File: src/rtl/branch_resolve_unit.sv
// ---------------------------------------------------------------------------
// branch_resolve_unit
//
// Execute-side partner of the fetch-stage 2-bit branch predictor. Each
// fetched instruction's prediction bit and PC metadata travel alongside it
// through internal F->D->E registers. In Execute, the prediction is compared
// with the real outcome. On a wrong path the unit redirects the predictor,
// raises a flush request for D and E, and enables training of the 2-bit
// counter. Two saturating counters record resolved conditional branches and
// resolved mispredictions.
//
// Ports:
//   clk, reset                 clock, synchronous active-high reset
//   StallD, FlushD, FlushE     hazard-unit controls for the metadata registers
//   predict_branchF            prediction for the instruction in F
//   PCF, PCPlus4F              PC metadata of the instruction in F
//   BranchE, JumpE, JalrE      instruction type in E (B-type, JAL, JALR)
//   PCSrcE                     actual taken outcome in E
//   PCTargetE                  actual target computed in E
//   Eval_branch                B/J misprediction, selects Act_Target
//   jalr                       valid JALR in E, always redirects
//   Act_Target                 recovery PC
//   StateUpdateEnable          train the predictor with PCSrcE this cycle
//   FlushMispredict            flush request for D and E
//   branch_count               resolved conditional branches (saturating)
//   mispredict_count           resolved B/J mispredictions (saturating)
// ---------------------------------------------------------------------------
module branch_resolve_unit #(
    parameter int CNT_W = 32
) (
    input  logic             clk,
    input  logic             reset,
    input  logic             StallD,
    input  logic             FlushD,
    input  logic             FlushE,
    input  logic             predict_branchF,
    input  logic [31:0]      PCF,
    input  logic [31:0]      PCPlus4F,
    input  logic             BranchE,
    input  logic             JumpE,
    input  logic             JalrE,
    input  logic             PCSrcE,
    input  logic [31:0]      PCTargetE,
    output logic             Eval_branch,
    output logic             jalr,
    output logic [31:0]      Act_Target,
    output logic             StateUpdateEnable,
    output logic             FlushMispredict,
    output logic [CNT_W-1:0] branch_count,
    output logic [CNT_W-1:0] mispredict_count
);

    localparam logic [CNT_W-1:0] CNT_MAX = '1;

    logic        validD, predD;
    logic [31:0] PCD, PCPlus4D;
    logic        validE, predE;
    logic [31:0] PCE, PCPlus4E;

    logic is_jalr, is_jal, is_branch;
    logic mispredict;

    // PCE travels with the instruction for debug visibility but no output
    // depends on it; this reduction keeps it visibly consumed.
    logic unused_pce;
    assign unused_pce = ^PCE;

    // D-stage metadata register. A redirect flush must win over a stall,
    // otherwise the wrong-path instruction held in D would survive.
    always_ff @(posedge clk) begin
        if (reset || FlushD || FlushMispredict) begin
            validD   <= 1'b0;
            predD    <= 1'b0;
            PCD      <= 32'h0;
            PCPlus4D <= 32'h0;
        end else if (!StallD) begin
            validD   <= 1'b1;
            predD    <= predict_branchF;
            PCD      <= PCF;
            PCPlus4D <= PCPlus4F;
        end
    end

    // E-stage metadata register. Execute never stalls, so it either clears
    // or takes whatever D holds.
    always_ff @(posedge clk) begin
        if (reset || FlushE || FlushMispredict) begin
            validE   <= 1'b0;
            predE    <= 1'b0;
            PCE      <= 32'h0;
            PCPlus4E <= 32'h0;
        end else begin
            validE   <= validD;
            predE    <= predD;
            PCE      <= PCD;
            PCPlus4E <= PCPlus4D;
        end
    end

    // Illegal combinations of type flags resolve as JALR > JAL > branch,
    // so at most one of these is ever set.
    always_comb begin
        is_jalr   = JalrE;
        is_jal    = JumpE & ~JalrE;
        is_branch = BranchE & ~JumpE & ~JalrE;
    end

    // A JAL is always taken, so it is wrong only when predicted not-taken.
    // JALR is excluded here because its target is never predicted and it
    // redirects unconditionally through the separate jalr output.
    assign mispredict        = validE & ((is_branch & (predE != PCSrcE)) |
                                         (is_jal & ~predE));
    assign Eval_branch       = mispredict;
    assign jalr              = validE & is_jalr;
    assign FlushMispredict   = Eval_branch | jalr;
    assign StateUpdateEnable = validE & is_branch;
    assign Act_Target        = (is_branch & ~PCSrcE) ? PCPlus4E : PCTargetE;

    // Statistics counters stick at all-ones instead of wrapping, so a long
    // run never reports a misleadingly small value.
    always_ff @(posedge clk) begin
        if (reset) begin
            branch_count     <= '0;
            mispredict_count <= '0;
        end else begin
            if (StateUpdateEnable && (branch_count != CNT_MAX))
                branch_count <= branch_count + CNT_W'(1);
            if (Eval_branch && (mispredict_count != CNT_MAX))
                mispredict_count <= mispredict_count + CNT_W'(1);
        end
    end

endmodule

File: config.mk
export PLATFORM = sky130hd
export DESIGN_NAME = branch_resolve_unit
export DESIGN_NICKNAME = d
export VERILOG_FILES = /design/src/rtl/branch_resolve_unit.sv
export SDC_FILE = /design/constraint.sdc
export NUM_CORES = 1
export LEC_CHECK = 0
export ABC_AREA = 1
export CAP_MARGIN = 20
export CORE_ASPECT_RATIO = 0.75
export CORE_MARGIN = 2
export CORE_UTILIZATION = 51
export DETAILED_ROUTE_END_ITERATION = 12
export MAX_ROUTING_LAYER = met4
export PLACE_DENSITY = 0.87
export SETUP_SLACK_MARGIN = 0.05
export SLEW_MARGIN = 20
export SYNTH_ARGS = -nofsm -noshare
export SYNTH_HDL_FRONTEND = slang
export SYNTH_SLANG_ARGS = --single-unit
File: constraint.sdc
create_clock -name clk -period 2.5 [get_ports clk]
set_input_delay 0.375 -clock clk [delete_from_list [all_inputs] [get_ports clk]]
set_output_delay 0.375 -clock clk [all_outputs]
set_load 0.03 [all_outputs]
* Yosys cells after proc, flatten, opt, wreduce, memory -nomap -nowiden
Index checks and enable logic that the tools add are counted.
** Storage, ports and cells
- Register bits after elaboration :: 132
- Input port bits :: 106
- Output and inout port bits :: 100
- Word-level logic and storage cells :: 35
** Operators by class
- $add $sub $neg :: 2
- Equality and inequality tests :: 3
- Muxes and demuxes :: 1
- Bitwise logic cells :: 15
- Reduce and logical (&&, ||, !) cells :: 6
** Operators with widths (number)
- $add A32 B1 Y32 const B :: 2
- $ne A32 B32 Y1 const B :: 2
- $mux W32 :: 1
- $and A1 B1 Y1 :: 9
- $logic_or A1 B1 Y1 :: 4
- $not A1 Y1 :: 4
- $logic_and A1 B1 Y1 :: 2
- $or A1 B1 Y1 :: 2
- $ne A1 B1 Y1 :: 1

* Depth between registers and ports, before layout
- Depth after elaboration :: 8
- Mapped depth :: 11
- Mapped depth without buffers :: 11

* Least setup slack after synthesis
Ideal clock, no wire load.
- Path type :: register to register
- Start :: register mispredict_count[1]
- End :: register mispredict_count[4]
- Setup time :: 0.114 ns
- Arrival time :: 1.742 ns
- Required time :: 2.386 ns
- Path slack :: 0.644 ns
- Cell stages (with the launch flop) :: 12
- Path buffers :: 1
- Clock period less this slack :: 1.856 ns
- Cell sequence :: dfxtp_1 -> ha_1 -> nand2_1 -> nor2_4 -> nand2_2 -> nor2_4 -> nand2_4 -> nand2_8 -> inv_6 -> buf_6 -> nor2_1 -> nor2_1
** Between the ends
- Cells in the longest elaborated chain, start to end :: 2
- Elaborated cells on any way between the ends :: 3
- Those cells by class :: 1 x add/sub; 1 x eq/ne; 1 x reduce/logical
** Ends and longest elaborated chain
- from (decl) :: RTL line 50 : output logic [CNT_W-1:0] mispredict_count
- from (signal assigned) :: RTL line 129 : mispredict_count <= mispredict_count + CNT_W'(1);
- branches (longest 2 deep; another with $add A32 B1 Y32)
Parallel ways; which one is timed is not known.
A chain may end at the register's enable or synchronous reset.

* Worst setup path in the final report
- Start :: input JalrE
- End :: output Act_Target[1]
** Between the ends
- Cells in the longest elaborated chain, start to end :: 4
** Ends and longest elaborated chain
- from (decl) :: RTL line 41 : input logic JalrE,
- $not A1 Y1 :: RTL line 105 : is_branch = BranchE & ~JumpE & ~JalrE;
- $and A1 B1 Y1 :: RTL line 105
- $and A1 B1 Y1 :: RTL line 117 : assign Act_Target = (is_branch & ~PCSrcE) ? PCPlus4E : PCTargetE;
- $mux W32 :: RTL line 117
- to (decl) :: RTL line 46 : output logic [31:0] Act_Target,
No other way between the ends.

==> impl_results.md <==
- Outcome: finished clean
- Endpoints failing hold: 0
- Total grt overflow: 0
- Final ANT Viol Nets: 0
- Max VDD drop: 0.466 mV
- Initial antenna violation count: 0
- Nets@finish: 1,312
- Layout cells sized above 1: 0.0904
- Final Cycle Share: 0.901
- Seq/Total Area, Yosys: 0.403
- Antenna Cells: 0
- WP data arrival: 1.88 ns
- Die area: 13,800 um2
- CTS resizes: 0
- Vias in the first global route: 6,150
- Met1 Usage GRT: 0.344
- Unique masters post-synth: 30
- Starting density of the core: 0.529
- GP Congestion: 0.926
- CP Buf/Inv Count: 4
- Critical Path RT: 2.12 ns
- Final Slew Violations: 0
- Vias: 6,880
- Grt peak-use layer: met2
- Worst Path Max Fanout: 19
- Site row count: 35
- Clock Skew: 0.00893 ns
- Root Buffer Master: clkbuf_16
- Maximum root-to-sink buffer count: 2
- Avg WL per Cell: ~13 um
- Max_cap viols: 0
- Chip Width: 135 um
- Core area: between 10,000 and 15,000 um2
- Drt drc: 0
- Power density over cell area: 561 nW/um2
- Slew of the pin with the lowest slew margin: 0.610 ns
- Chip height: between 100 and 150 um
- Setup TNS: 0 ns
- Wire length of the first global-routing pass: 28.6 mm
- Avg Inst Size Synth: 6.34 um2
- Fmax achieved: 444 MHz
- Net count after synthesis: about 1,100
- P&R area growth vs syn: 36.0%
- Largest net degree at the start of global routing: 40
- H-tree depth: 4
- Leakage power: 3.50 nW
- GRT met3 Usage: 0.0645
- Post-Syn Area: 6550 um2
- CTS sink cnt: between 100 and 150
- Crit path time final: between 2 and 2.5 ns
- Worst path cell trace: clkdlybuf4s50_1, inv_2, nand3_2, nor2_2, buf_4, nand2_1, nand2_1, buf_4
- DR vias/cell: ~5.0
- HPWL after DPL: 12.6 mm
- M2 GR Usage: 0.417
- Hold/Removal Path Class: flip-flop to flip-flop
- Detailed-router iteration count before antenna repair: 5
- Reg clk slew, reported paths: 0.06 ns
- Post-layout total power: 5.00 mW
- Synth warn: 0
- RSZ-0062 raised after global routing: false
- Critical path's top delay family: buffers and inverters
- Slowest cell on crit path: clkdlybuf4s50_1
- 1st-iter DRT viols: 600
- Setup repair bufs after CTS: 0
- Num CTS Buffers: 17
- Seq cells post-synth: 132
- Max incr delay on CP: 0.50 ns
- Worst skew pair latency: 0.42 ns
- Setup Crit Path Kind: input port to primary output
- Fillers: approximately 1,100
- Crit end category: primary output
- Port Buffer Count: between 150 and 200
- WL final: 17.5 mm
- Worst relative slew slack: 0.593
- CTS Hold Bufs: 0
- Startpoint types: input port
- Final setup violating endpoints: 0
- Syn Inst Count: between 1,000 and 1,500
- Gr usage total: 0.267
- IO Pins: 206
- TritonCTS clock tree: yes
[final timing paths]
check	start	endpoint	slack, ns	cells after the start
setup / recovery	JalrE	Act_Target[1]	0.25	8
hold / removal	PCPlus4D[2]$_SDFFE_PP0N_	PCPlus4E[2]$_SDFF_PP0_	0.42	2
setup reg to reg	branch_count[0]$_SDFFE_PP0P_	branch_count[11]$_SDFFE_PP0P_	0.40	9
hold reg to reg	PCPlus4D[2]$_SDFFE_PP0N_	PCPlus4E[2]$_SDFF_PP0_	0.42	2
[per-stage QoR]
| stage | std cells | utilization | hold slack, ns | cell area [um2] | worst slack [ns] |
|---|---|---|---|---|---|
| final | 1383 | 0.719 | 0.424 | 8920 | 0.247 |
| after floorplan | 1034 | - | 0.408 | 6550 | 0.644 |
| after global placement | 1351 | 0.673 | 0.412 | 8340 | 0.247 |
| after detailed placement | 1351 | 0.673 | 0.415 | 8340 | 0.234 |
| after CTS | 1383 | 0.719 | 0.426 | 8920 | 0.227 |
| after global routing | 1383 | 0.719 | 0.444 | 8920 | 0.122 |
[cell usage after synthesis, drive strengths merged]
cell,instances,area (um2)
a21oi,82,410
a31oi,1,6.26
and2,1,6.26
buf,15,120
clkbuf,21,78.8
dfxtp,132,2640
ha,2,25.0
inv,91,347
nand2,401,1540
nand3,53,275
nand3b,6,48.8
nand4,10,62.6
nor2,190,787
nor3,6,30.0
o21ai,7,35.0
xnor2,4,35.0
xor2,12,105
[per-layer routing]
layer / part of all wire / vias up
met1: 0.45 / 3071
met3: 0.081 / 18
met5: 0 / -
met4: 0.0089 / 0
li1: - / 3539
met2: 0.46 / 252
[sequential cells by signal, summed over array words and instances (netlist names)]
| name | count |
|---|---|
| PCPlus4D | 32 |
| PCPlus4E | 32 |
| branch_count | 32 |
| mispredict_count | 32 |
| predD | 1 |
| predE | 1 |
| validD | 1 |
| validE | 1 |
[cells by family (layout without fill, tap and decap cells)]
| logic type | Yosys count | in the layout | share of synthesized area |
|---|---|---|---|
| DFF | 132 | 132 | 0.403 |
| adders and majority gates | 2 | 2 | 0.00382 |
| xor gates and xnor gates | 16 | 16 | 0.0214 |
| AOI/OAI and AO/OA | 90 | 90 | 0.0689 |
| and+or+nand+nor | 667 | 667 | 0.419 |
| buffers and inverters | 127 | 310 | 0.0832 |
[power breakdown]
group	switching (mW)	total, mW	internal [mW]
sequential	0.0142	2.14	2.13
combinational	0.222	0.423	0.201
clock	1.01	2.44	1.42
total	1.25	5.00	3.76
[worst register-to-register path: stages, from the launching register on]
cell and delay [ns]:
dfxtp_1 0.39, ha_1 0.22, nand3_1 0.16, inv_1 0.08
nand2_1 0.11, nor2_1 0.12, nand2_1 0.37, buf_4 0.33
a21oi_1 0.16, nor2_1 0.06
[layout make-up]
type / instances / area, um2 / area share
clock buffer: 18 / 439 / 0.0493
sequential: 132 / 2640 / 0.296
multi-input combinational: 775 / 3370 / 0.377
inverter: 91 / 347 / 0.0389
timing repair buffer: 187 / 1770 / 0.199
clock inverter: 14 / 140 / 0.0157
tap: 166 / 208 / 0.0233
[cell usage in the layout (no fill, tap or decap)]
cell	count
inv_2	3
o21ai_1	6
nor2_8	1
clkbuf_16	17
a21oi_1	82
nand3_2	2
bufinv_16	1
clkbuf_8	1
nand4_1	10
xnor2_1	4
nand2_8	1
a31oi_1	1
buf_12	2
and2_1	1
nor2_2	11
nor3_1	6
nand2_2	4
clkinvlp_4	2
dfxtp_1	132
o21ai_0	1
inv_8	1
nand3_1	51
nand3b_2	1
ha_1	2
nand3b_1	5
nor2_4	4
inv_6	8
inv_1	87
clkdlybuf4s50_1	138
buf_4	47
xor2_1	12
clkinv_2	1
nand2_4	1
clkinv_4	2
nor2_1	174
nand2_1	395
Power figures use the tool's default switching activity.
